**src/rtl/operand_join_fifo.sv**
```systemverilog
// operand_join_fifo: joins two valid/ready operand streams into paired entries,
// buffers up to DEPTH pairs and presents the head pair to the downstream stage.
// Also reports live occupancy and a sticky high-watermark.
module operand_join_fifo #(
   parameter  int WIDTH = 5,
   parameter  int DEPTH = 4,
   localparam int CW    = $clog2(DEPTH) + 1
) (
   input  logic             CLK,
   input  logic             RESET,
   input  logic [WIDTH-1:0] a_data,
   input  logic             a_valid,
   output logic             a_ready,
   input  logic [WIDTH-1:0] b_data,
   input  logic             b_valid,
   output logic             b_ready,
   output logic [WIDTH-1:0] in1,
   output logic [WIDTH-1:0] in2,
   output logic             handshake_valid,
   input  logic             handshake_ready,
   output logic [CW-1:0]    count,
   output logic [CW-1:0]    max_count
);

   localparam int            AW      = $clog2(DEPTH);
   localparam logic [CW-1:0] DEPTH_C = CW'(DEPTH);

   logic [WIDTH-1:0] mem_a [DEPTH];
   logic [WIDTH-1:0] mem_b [DEPTH];
   logic [AW-1:0]    wr_ptr;
   logic [AW-1:0]    rd_ptr;
   logic             full;
   logic             empty;
   logic             enq;
   logic             deq;
   logic [CW-1:0]    count_next;

   // count carries one extra bit so full and empty stay distinct
   assign full  = (count == DEPTH_C);
   assign empty = (count == '0);

   // readiness depends only on the partner valid and stored occupancy, never
   // on handshake_ready, so a full FIFO refuses input even while draining
   assign a_ready = b_valid && !full;
   assign b_ready = a_valid && !full;
   assign enq     = a_valid && b_valid && !full;

   assign handshake_valid = !empty;
   assign deq             = !empty && handshake_ready;
   assign in1             = empty ? '0 : mem_a[rd_ptr];
   assign in2             = empty ? '0 : mem_b[rd_ptr];

   // next occupancy from the enqueue/dequeue pair
   always_comb begin
      count_next = count;
      case ({enq, deq})
         2'b10:   count_next = count + CW'(1);
         2'b01:   count_next = count - CW'(1);
         default: count_next = count;
      endcase
   end

   // pointers, occupancy and high-watermark; reset discards all entries
   always_ff @(posedge CLK) begin
      if (RESET) begin
         wr_ptr    <= '0;
         rd_ptr    <= '0;
         count     <= '0;
         max_count <= '0;
      end else begin
         count <= count_next;
         if (count_next > max_count) max_count <= count_next;
         if (enq) wr_ptr <= wr_ptr + AW'(1);
         if (deq) rd_ptr <= rd_ptr + AW'(1);
      end
   end

   // pair storage; contents are don't-care until written
   always_ff @(posedge CLK) begin
      if (enq) begin
         mem_a[wr_ptr] <= a_data;
         mem_b[wr_ptr] <= b_data;
      end
   end

endmodule

```
**config.mk**
```make
export PLATFORM = sky130hd
export DESIGN_NAME = operand_join_fifo
export DESIGN_NICKNAME = d
export VERILOG_FILES = /design/src/rtl/operand_join_fifo.sv
export SDC_FILE = /design/constraint.sdc
export NUM_CORES = 1
export LEC_CHECK = 0
export CAP_MARGIN = 40
export CORE_ASPECT_RATIO = 1.75
export CORE_MARGIN = 2
export CORE_UTILIZATION = 44
export CTS_CLUSTER_SIZE = 8
export DETAILED_ROUTE_END_ITERATION = 8
export GPL_TIMING_DRIVEN = 0
export HOLD_SLACK_MARGIN = 0.12
export PLACE_DENSITY = 0.7
export SYNTH_ARGS = -nofsm -noshare
export SYNTH_HDL_FRONTEND = slang
export SYNTH_SLANG_ARGS = --single-unit
export TNS_END_PERCENT = 20
```
**constraint.sdc**
```tcl
create_clock -name CLK -period 5.66 [get_ports CLK]
set_input_delay 0.849 -clock CLK [delete_from_list [all_inputs] [get_ports CLK]]
set_output_delay 0.849 -clock CLK [all_outputs]
set_load 0.03 [all_outputs]
```
==> key figures <==
Logic synthesis
  – Ranking of synthesized cells by area: edfxtp_1 (56%), dfxtp_1 (11%), mux4_2 (11%)
  – Most frequent cells after synthesis: edfxtp_1 (40), and2_1 (17), dfxtp_1 (12)
  – Synth Area per Inst: around 16 um2
  – Synth warn: 0
  – Netlist cell types: 26
  – Yosys top cell by area: edfxtp_1
  – Number of enable flip-flop cells after synthesis: 40
  – Syn Nets: ~160
  – Register bit count reported by yosys: between 50 and 60
  – Ys flop type: edfxtp_1
  – Fraction of registers with async set/reset: 0
  – Most frequent cell after synthesis: edfxtp_1
  – Sequential share of the synthesized area: 0.6733
  – Synth Instances: between 100 and 150
  – Synthesized cell area: between 2000 and 2500 um2
  – Top cell type's share of synthesized area: 0.5611

Critical path
  – Top cell family by delay on the critical path: adder cells
  – Worst Path Arrival: approximately 4 ns
  – Cell depth of the worst setup path: 15
  – Critical path's slowest cell: clkdlybuf4s50_1
  – R2R depth: 13
  – Critical Path RT: approximately 5.9 ns
  – Worst Path Max Fanout: 7
  – Slowest cell delay on critical path: between 0.4 and 0.5 ns
  – Buf/Inv on CP: 4
  – Critical Path, Cell by Cell: clkdlybuf4s50_1 -> and3_1 -> buf_6 -> inv_1 -> ha_1 -> fa_1 -> xnor2_1 -> nor2_1 -> xnor2_1 -> inv_1 -> ha_1 -> and3_1 -> a21oi_1 -> nor2_1 -> a211oi_1
  – CP startpoint kind: input pin
  – Crit Path Category: in -> reg
  – CP Capture Type: register

Floorplan
  – Row cnt: 33
  – I/O Pins: 34
  – Die H: between 90 and 100 um
  – Die Area: 5462 um2
  – Initial Utilization: 0.4588
  – Die X: about 57 um
  – Core Box Area: about 4700 um2

STA
  – Final Hold Viols: 0
  – Tmin final: 3.792 ns
  – Worst-margin pin slew: 0.6050 ns
  – Min Hold Slack: between 0.5 and 0.6 ns
  – Crit share post-route: 0.6700
  – Relative slew slack: 0.5967
  – FMAX: about 260 MHz
  – Final Setup Violations: 0
  – Slew Limit Fails: 0
  – TNS Setup: 0 ns
  – Setup Skew: between 0.009 and 0.01 ns
  – Unrepaired setup endpoints after global routing: false
  – Worst setup margin: between 1.5 and 2 ns

Drt
  – Vias/cell: between 5 and 6
  – WL final: about 3700 um
  – DRC: 0
  – Final ANT Viol Nets: 0
  – TritonRoute pass-1 iters: 4
  – WL/cell: around 16 um
  – Initial drt markers: 18
  – Routed vias: about 1200

CTS
  – Longest Clk Path Bufs: 2
  – CTS clock-pin slew for the worst setup and hold paths: roughly 0.09 ns
  – Total CTS buffers: 5
  – CTS sink cnt: 52
  – H-tree levels: 2
  – Clk Latency, worst-skew pair: ~0.30 ns
  – CTS Hold Buffers Added: 0
  – Postcts setup bufs: 0
  – CTS tree: yes
  – Root Buffer: clkbuf_8
  – Post-cts sizing count: 0

Power
  – Leakage: approximately 0.92 nW
  – PwrDens: roughly 490 nW/um2
  – Peak supply drop: between 0.0003 and 0.0004 V

Place
  – GP Congestion: just over 0.7
  – I/O Buffers: 33
  – Dpl ws: about 1.6 ns
  – DP HPWL: approximately 2800 um

Min path
  – Hold path depth: 2
  – Min-Delay Path Class: reg -> reg

Run status
  – Status: completed

GRT
  – Largest net degree at the start of global routing: 16
  – Initial antenna violation count: 0
  – Vias in the first global route: around 1300
  – GRT Total Usage: 0.1552
  – GRT overflow: 0
  – First-pass GRT wire length: between 6000 and 7000 um

Layout
  – Layout Utilization: 0.5666
  – Diodes inserted: 0
  – Nets@finish: approximately 200
  – Area grow syn2layout: 23.50%
  – Share of cells above drive strength 1: 0.1098

Job
  – Maxcap violations: 0
-- routing by layer --
metal | part of all wire | up-vias | track usage
met3 | 0.042 | 6 | 0.03360
met2 | 0.56 | 31 | 0.2888
met1 | 0.37 | 572 | 0.1640
li1 | - | 556 | -
met5 | 0 | - | 0
met4 | 0.022 | 0 | 0.07364
-- cells by family after synthesis --
kind of cell    after synthesis  synth area share
compound gates                5           0.01403
xor+xnor                      6           0.02455
fa+ha+maj                     9           0.05611
buf+inv                      12           0.02513
flops                        52            0.6733
mux                          12            0.1146
simple gates                 36           0.09235
-- path summary, 6_finish.rpt --
kind | startpoint | to | slack, ns
max | b_valid | max_count[2] | 1.87
min | max_count[0] | max_count[0] | 0.51
max reg2reg | count[0] | max_count[2] | 2.19
min reg2reg | max_count[0] | max_count[0] | 0.51
-- worst min-delay path, delay by kind of cell (launching register included) --
kind               cells  cell delay [ns]
DFF                    1             0.33
and+or+nand+nor        1             0.07
AOI/OAI and AO/OA      1             0.06
-- area by class of cell --
type                    count  area (um2)
fillers                   371        2022
plain buffers               5       27.53
flip-flops and latches     52        1441
multi-input cells          68       645.6
well taps                  52       65.06
clock inverters             2       35.03
repair buffers             33       330.3
inverters                   7       26.28
clock buffers               6       72.57
-- registers in the layout, summed over array words and instances, names as in the netlist, named ones only --
register,flops
count,3
max_count,3
mem_a,20
mem_b,20
rd_ptr,2
wr_ptr,2
-- power breakdown --
part / leakage, nW / internal, W / switching [W]
sequential: 0.461 / 0.000448 / 0.0000235
clock: 0.0552 / 0.000131 / 0.000112
combinational: 0.407 / 0.000258 / 0.000325
-- metrics by stage --
| step | cells | total power, W | area (um2) |
|---|---|---|---|
| after detailed placement | 217 | 0.001071 | 2536 |
| after CTS | 225 | 0.001315 | 2644 |
| after floorplan | 132 | 0.0008635 | 2141 |
| final | 225 | 0.001298 | 2644 |
| after global routing | 225 | 0.001374 | 2644 |
| after global placement | 217 | 0.001051 | 2536 |
-- layout by cell type, fill, tap and decap left out, types with 3 or more instances in the layout --
cell and count:
mux4_2 10, xnor2_1 4, dfxtp_1 12, nor2_1 10, ha_1 8, inv_1 7
and2_1 17, edfxtp_1 40, clkdlybuf4s50_1 33, clkbuf_8 5, clkbuf_1 3
Note: power is estimated with default switching activity, not from simulation.
